## config.mk

```make
export PLATFORM = sky130hd
export DESIGN_NAME = region_blitter
export DESIGN_NICKNAME = d
export VERILOG_FILES = /design/src/rtl/region_blitter_pkg.sv /design/src/rtl/raster_scan.sv /design/src/rtl/region_blitter.sv
export SDC_FILE = /design/constraint.sdc
export NUM_CORES = 1
export LEC_CHECK = 0
export ABC_AREA = 1
export BUFFER_PORTS_ARGS = -buffer_cell sky130_fd_sc_hd__buf_2
export CAP_MARGIN = 20
export CORE_ASPECT_RATIO = 1.75
export CORE_MARGIN = 10
export CORE_UTILIZATION = 30
export DETAILED_ROUTE_END_ITERATION = 10
export GPL_TIMING_DRIVEN = 0
export PLACE_DENSITY = 0.55
export SLEW_MARGIN = 25
export SYNTH_ARGS = -nofsm -noshare
export SYNTH_HDL_FRONTEND = slang
export SYNTH_SLANG_ARGS = --single-unit
```

## constraint.sdc

```tcl
create_clock -name clk -period 7.9 [get_ports clk]
set_input_delay 1.58 -clock clk [delete_from_list [all_inputs] [get_ports clk]]
set_output_delay 1.58 -clock clk [all_outputs]
set_load 0.02 [all_outputs]
```

## src/rtl/region_blitter_pkg.sv

```systemverilog
// Shared geometry defaults and colour-field helper for the blitter, game FSM and sprite drawers.
package region_blitter_pkg;

    localparam int DEF_SCR_W = 160;
    localparam int DEF_SCR_H = 120;
    localparam int XW        = $clog2(DEF_SCR_W);
    localparam int YW        = $clog2(DEF_SCR_H);
    localparam int AW        = $clog2(DEF_SCR_W * DEF_SCR_H);
    localparam int COL_W     = 9;

    // Words wider than 64 bits are not supported by this helper.
    function automatic logic [31:0] col_field(input logic [63:0] word, input int lsb, input int width);
        logic [63:0] mask;
        mask = (64'd1 << width) - 64'd1;
        return 32'((word >> lsb) & mask);
    endfunction

endpackage

```

## src/rtl/raster_scan.sv

```systemverilog
// Loadable row-major scan counters over a rectangle; registers addr, clip and last for
// the pixel currently presented so the address is valid the cycle after load/step.
module raster_scan
    import region_blitter_pkg::DEF_SCR_W, region_blitter_pkg::DEF_SCR_H;
#(
    parameter int SCR_W = DEF_SCR_W,
    parameter int SCR_H = DEF_SCR_H,
    localparam int XW = $clog2(SCR_W),
    localparam int YW = $clog2(SCR_H),
    localparam int AW = $clog2(SCR_W * SCR_H)
) (
    input  logic          clk,
    input  logic          resetn,
    input  logic          load,
    input  logic          step,
    input  logic [XW-1:0] x0,
    input  logic [YW-1:0] y0,
    input  logic [XW:0]   w,
    input  logic [YW:0]   h,
    output logic [XW-1:0] px,
    output logic [YW-1:0] py,
    output logic [AW-1:0] addr,
    output logic          clip,
    output logic          last
);

    // Row base is kept wide enough for off-screen rows so it never wraps into the screen.
    localparam int RW = XW + YW + 2;
    localparam logic [XW:0] XLIM = (XW+1)'(SCR_W);
    localparam logic [YW:0] YLIM = (YW+1)'(SCR_H);

    logic [XW:0]   cx, x_org, x_end, nx, nx_end;
    logic [YW:0]   cy, y_end, ny, ny_end;
    logic [RW-1:0] row, nrow;
    logic [AW-1:0] nsum;
    logic          nclip;

    always_comb begin
        nx     = cx;
        ny     = cy;
        nrow   = row;
        nx_end = x_end;
        ny_end = y_end;
        if (load) begin
            nx     = {1'b0, x0};
            ny     = {1'b0, y0};
            nrow   = RW'(y0) * RW'(SCR_W);
            nx_end = {1'b0, x0} + w - 1'b1;
            ny_end = {1'b0, y0} + h - 1'b1;
        end else if (cx == x_end) begin
            nx   = x_org;
            ny   = cy + 1'b1;
            nrow = row + RW'(SCR_W);
        end else begin
            nx = cx + 1'b1;
        end
        nclip = (nx >= XLIM) || (ny >= YLIM);
        nsum  = AW'(nrow + RW'(nx));
    end

    always_ff @(posedge clk) begin
        if (!resetn) begin
            cx    <= '0;
            cy    <= '0;
            row   <= '0;
            x_org <= '0;
            x_end <= '0;
            y_end <= '0;
            addr  <= '0;
            clip  <= 1'b0;
            last  <= 1'b0;
        end else if (load || step) begin
            cx    <= nx;
            cy    <= ny;
            row   <= nrow;
            x_end <= nx_end;
            y_end <= ny_end;
            if (load) x_org <= {1'b0, x0};
            addr  <= nclip ? '0 : nsum;
            clip  <= nclip;
            last  <= (nx == nx_end) && (ny == ny_end);
        end
    end

    assign px = cx[XW-1:0];
    assign py = cy[YW-1:0];

endmodule

```

## src/rtl/region_blitter.sv

```systemverilog
// Copies a rectangle of a selected source image to the VGA adapter at one pixel per clock.
// Define REGION_BLITTER_COLOUR_KEY_EN to add key_colour transparency.
module region_blitter
    import region_blitter_pkg::DEF_SCR_W, region_blitter_pkg::DEF_SCR_H, region_blitter_pkg::col_field;
#(
    parameter int SCR_W   = DEF_SCR_W,
    parameter int SCR_H   = DEF_SCR_H,
    parameter int NUM_SRC = 4,
    parameter int WORD_W  = 32,
    parameter int COL_W   = 9,
    parameter int COL_LSB = 8,
    parameter int MEM_LAT = 1,
    localparam int XW = $clog2(SCR_W),
    localparam int YW = $clog2(SCR_H),
    localparam int AW = $clog2(SCR_W * SCR_H),
    localparam int SW = (NUM_SRC > 1) ? $clog2(NUM_SRC) : 1
) (
    input  logic                      clk,
    input  logic                      resetn,
    input  logic                      start,
    input  logic [SW-1:0]             sel,
    input  logic [XW-1:0]             x0,
    input  logic [YW-1:0]             y0,
    input  logic [XW:0]               w,
    input  logic [YW:0]               h,
`ifdef REGION_BLITTER_COLOUR_KEY_EN
    input  logic [COL_W-1:0]          key_colour,
`endif
    input  logic [NUM_SRC*WORD_W-1:0] src_q,
    output logic [AW-1:0]             addr,
    output logic [XW-1:0]             ox,
    output logic [YW-1:0]             oy,
    output logic [COL_W-1:0]          colour,
    output logic                      plot,
    output logic                      busy,
    output logic                      done
);

    localparam logic [1:0] S_IDLE  = 2'd0;
    localparam logic [1:0] S_RUN   = 2'd1;
    localparam logic [1:0] S_DRAIN = 2'd2;
    localparam logic [1:0] S_DONE  = 2'd3;
    localparam int CW = $clog2(MEM_LAT + 1) + 1;

    logic [1:0]    state;
    logic [SW-1:0] sel_r;
    logic [CW-1:0] dcnt;
    logic [XW-1:0] px;
    logic [YW-1:0] py;
    logic          clip, last, scan_load, scan_step, vld_in, key_hit;
    logic [63:0]   word;
    logic [COL_W-1:0] colour_c;

    logic [MEM_LAT-1:0]         vld_pipe;
    logic [MEM_LAT-1:0][XW-1:0] ox_pipe;
    logic [MEM_LAT-1:0][YW-1:0] oy_pipe;

    assign scan_load = (state == S_IDLE) && start;
    assign scan_step = (state == S_RUN) && !last;
    assign vld_in    = (state == S_RUN) && !clip;

    raster_scan #(.SCR_W(SCR_W), .SCR_H(SCR_H)) u_scan (
        .clk    (clk),
        .resetn (resetn),
        .load   (scan_load),
        .step   (scan_step),
        .x0     (x0),
        .y0     (y0),
        .w      (w),
        .h      (h),
        .px     (px),
        .py     (py),
        .addr   (addr),
        .clip   (clip),
        .last   (last)
    );

    always_ff @(posedge clk) begin
        if (!resetn) begin
            state <= S_IDLE;
            sel_r <= '0;
            dcnt  <= '0;
            busy  <= 1'b0;
            done  <= 1'b0;
        end else begin
            case (state)
                S_IDLE: if (start) begin
                    sel_r <= sel;
                    busy  <= 1'b1;
                    if (w == '0 || h == '0) begin
                        state <= S_DONE;
                        done  <= 1'b1;
                    end else begin
                        state <= S_RUN;
                    end
                end
                S_RUN: if (last) begin
                    state <= S_DRAIN;
                    dcnt  <= '0;
                end
                S_DRAIN: if (dcnt == CW'(MEM_LAT)) begin
                    state <= S_DONE;
                    done  <= 1'b1;
                end else begin
                    dcnt <= dcnt + 1'b1;
                end
                default: begin
                    state <= S_IDLE;
                    done  <= 1'b0;
                    busy  <= 1'b0;
                end
            endcase
        end
    end

    // Out-of-range selects leave word at zero, so such pixels plot colour 0.
    always_comb begin
        word = '0;
        for (int i = 0; i < NUM_SRC; i++)
            if (sel_r == SW'(i)) word = 64'(src_q[i*WORD_W +: WORD_W]);
    end

    assign colour_c = COL_W'(col_field(word, COL_LSB, COL_W));

`ifdef REGION_BLITTER_COLOUR_KEY_EN
    assign key_hit = (colour_c == key_colour);
`else
    assign key_hit = 1'b0;
`endif

    always_ff @(posedge clk) begin
        if (!resetn) begin
            vld_pipe <= '0;
            ox_pipe  <= '0;
            oy_pipe  <= '0;
            plot     <= 1'b0;
            ox       <= '0;
            oy       <= '0;
            colour   <= '0;
        end else begin
            vld_pipe[0] <= vld_in;
            ox_pipe[0]  <= px;
            oy_pipe[0]  <= py;
            for (int i = 1; i < MEM_LAT; i++) begin
                vld_pipe[i] <= vld_pipe[i-1];
                ox_pipe[i]  <= ox_pipe[i-1];
                oy_pipe[i]  <= oy_pipe[i-1];
            end
            plot   <= vld_pipe[MEM_LAT-1] && !key_hit;
            ox     <= ox_pipe[MEM_LAT-1];
            oy     <= oy_pipe[MEM_LAT-1];
            colour <= colour_c;
        end
    end

endmodule
```

==> impl_metrics.csv <==
group,metric,value,unit
placement,hpwl,21200,um
cts,htreeDepth,4,
pwr,power_leakage,5.11,nW
placement,io_buffers,113,
outcome,status,"finished clean",
sta,max_freq,200,MHz
detailed_routing,dr.pass1.iters,4,
cts,ctsResizeCount,0,
sta,fin_tns_setup,0,ns
min_path,hold_class,"flop to flop",
sta,holdWs,0.412,ns
cts,cts_tree,"done",
setup_path,worstSetupPathType,"primary input to flop",
synth,synth_seq_cells,123,
setup_path,worst_r2r_path_depth,17,
detailed_routing,via_per_inst,4.66,
sta,final-max-slew-violation-count,0,
detailed_routing,wl,26100,um
sta,setup_viol,0,
detailed_routing,drt_iter0_drc,339,
sta,finalCritPeriodShare,0.633,
final_layout,syn2layout_area_growth,20.3,%
die,die_h,235,um
detailed_routing,detail-route-antenna-nets,0,
final_layout,nets,1540,
setup_path,worstPathMaxFanout,10,
die,fp-row-count,78,
setup_path,arrival,5.29,ns
synth,yosysSeqAreaShare,0.312,
grt,antenna_found_initial,0,
die,die-area,33400,um2
sta,worstMarginPinSlew,0.788,ns
detailed_routing,vias,7694,
placement,routabilityCongestion,0.942,
cts,ctsHoldBuffers,0,
pwr,p_sw,1.86,mW
synth,synth_fp_nets,1408,
cts,clk_pin_slew,0.06,ns
setup_path,cp-end-kind,"flop",
die,ios,207,
pwr,power_density,406,nW/um2
cts,postCtsSetupBuffers,0,
pwr,p_int,2.00,mW
grt,grt_pass1_wl,40300,um
pwr,p_seq_frac,0.238,
grt,track_usage,0.158,
pwr,switching_share,0.482,
flow_run,maxCapViolations,0,
setup_path,crit_required,8.19,ns
sta,slew_headroom,0.475,
pwr,combPwrFrac,0.543,
grt,overflow,0,
cts,clock_sinks,123,
grt,grt_max_degree,17,
final_layout,drive_gt1_frac,0.142,
cts,clock_latency,0.44,ns
synth,ys_warn_count,0,
final_layout,layoutNonFillerInstCount,1650,
pwr,max-vdd-ir-drop,0.199,mV
sta,final_hold_viol_count,0,
synth,synthCells,1185,
synth,synth_area_per_cell,6.66,um2
cts,numCtsBuffers,17,
sta,grt_setup_unrepaired,"no",
sta,finClkSkew,0.00813,ns
cts,max-clock-path-buffers,2,
min_path,hold_depth,2,
setup_path,cp-start-kind,"primary input",
detailed_routing,drc,0,
placement,dp_cells,1618,
die,die_width,143,um
sta,min_period,5.00,ns
synth,synthDistinctLibCells,44,
detailed_routing,wl_per_cell,15.8,um
die,coreArea,26000,um2
cts,clockRootBuffer,"clkbuf_16",
synth,synthesis.area,7890,um2
die,start_util,0.304,
pwr,clkPwrFrac,0.219,
final_layout,antenna_cells,0,
grt,grt_pass1_vias,7505,
==> power groups by stage <==
| stage | clock (mW) | sequential (mW) | combinational, mW |
|---|---|---|---|
| 2_1_floorplan | 0 | 0.973 | 1.38 |
| 3_3_place_gp | 0 | 0.928 | 2.08 |
| 3_5_place_dp | 0 | 0.930 | 2.08 |
| 4_1_cts | 0.868 | 0.917 | 2.10 |
| 5_1_grt | 0.886 | 0.941 | 2.33 |
| 6_report | 0.844 | 0.917 | 2.09 |
==> placed cells by master (no fill, tap or decap), types with 3 or more instances in the layout <==
master      synthesis  layout
a211oi_1            4       4
a21oi_1            56      56
a21oi_2             4       4
a31oi_1             3       3
buf_1               4       4
buf_2               5     118
buf_6               6       6
bufinv_16           0       4
clkbuf_1           29      29
clkbuf_16           0      17
clkinv_2            0       3
clkinv_4            0       3
clkinvlp_4          0       3
dfxtp_1           123     123
fa_1                4       4
ha_1               54      54
inv_1             235     235
inv_2               4       4
nand2_1           302     302
nand3_1            71      71
nand3_2             6       6
nand3b_1            3       3
nand4_1            14      14
nor2_1             72      72
nor3_1             10      10
nor4_1              3       3
o211ai_1           29      29
o21ai_0            61      61
o21ai_1             9       9
o21ai_2             4       4
o21bai_1            3       3
or2_2               6       6
xnor2_1            13      13
xor2_1             30      30
==> cell usage after synthesis (all sizes together) <==
library cell / count / area share
a21oi: 61 / 0.042
o211ai: 29 / 0.028
o22ai: 1 / 0.00079
o21bai: 3 / 0.0029
nor2: 76 / 0.039
a311oi: 1 / 0.0011
fa: 4 / 0.010
buf: 15 / 0.014
inv: 239 / 0.11
nor4: 3 / 0.0024
nand3: 77 / 0.053
a211oi: 4 / 0.0038
nand2: 305 / 0.15
a2bb2oi: 1 / 0.0011
nand3b: 3 / 0.0029
o21a: 1 / 0.00095
nor3: 10 / 0.0063
a31oi: 3 / 0.0024
a32oi: 1 / 0.0011
nand4: 14 / 0.011
or2: 8 / 0.0063
clkbuf: 29 / 0.014
dfxtp: 123 / 0.31
o21ai: 74 / 0.049
o41ai: 1 / 0.0011
xnor2: 13 / 0.014
a211o: 1 / 0.0011
xor2: 30 / 0.033
ha: 54 / 0.086
nor3b: 1 / 0.0016
==> path summary, 6_finish.rpt <==
kind	from	slack, ns	endpoint
setup / recovery	start	2.90	u_scan.addr[6]
hold / removal	oy_pipe[2]	0.41	oy[2]
setup reg to reg	state[0]	3.47	u_scan.addr[6]
hold reg to reg	oy_pipe[2]	0.41	oy[2]
==> per-layer routing <==
layer,routed length (um),part of all wire,GRT usage
met1,9960,0.38,0.157
met2,13400,0.51,0.293
met3,1380,0.053,0.0343
met4,1340,0.051,0.0974
met5,0,0,0
==> cell type report <==
| cell class | instances | area (um2) |
|---|---|---|
| inverter | 239 | 897 |
| tap | 320 | 400 |
| fill | 2831 | 16500 |
| sequential | 123 | 2460 |
| buffer | 44 | 216 |
| timing repair buffer | 113 | 566 |
| clock buffer | 18 | 439 |
| multi-input combinational | 779 | 4320 |
| clock inverter | 14 | 195 |
==> critical path, cell delays in order <==
cell	delay, ns
buf_2	0.12
nand2_1	0.08
buf_2	0.27
clkbuf_1	0.48
buf_1	0.55
clkbuf_1	0.40
o21ai_0	0.15
o21ai_0	0.39
ha_1	0.38
a21oi_1	0.22
nand2_1	0.08
inv_1	0.06
nand2_1	0.10
or2_2	0.29
nand3_1	0.07
a21oi_1	0.06
==> state kept, by name (all words and copies together), names as in the netlist, 9 cells and up <==
signal and cells:
colour 9, u_scan.addr 15, u_scan.cx 9, u_scan.row 15, u_scan.x_end 9
==> per-stage QoR <==
step                      cell area [um2]  utilization  setup slack [ns]  total power, mW
after floorplan                      7890            -              3.79             2.36
after global placement               8860        0.341              2.49             3.01
after detailed placement             8860        0.341              2.47             3.01
after CTS                            9490        0.366              2.94             3.88
after global routing                 9490        0.366              2.66             4.16
final                                9490        0.366              2.90             3.85
==> kinds of logic (layout without fill, tap and decap cells) <==
logic type,Yosys count,count (layout),share of synthesized area
buffers and inverters,283,428,0.141
flip-flops,123,123,0.312
adder cells (fa/ha/maj),58,58,0.0958
AND/OR/NAND/NOR,497,497,0.269
XOR/XNOR,43,43,0.0477
AO/OA/AOI/OAI,181,181,0.135
(Power assumes the default switching activity.)
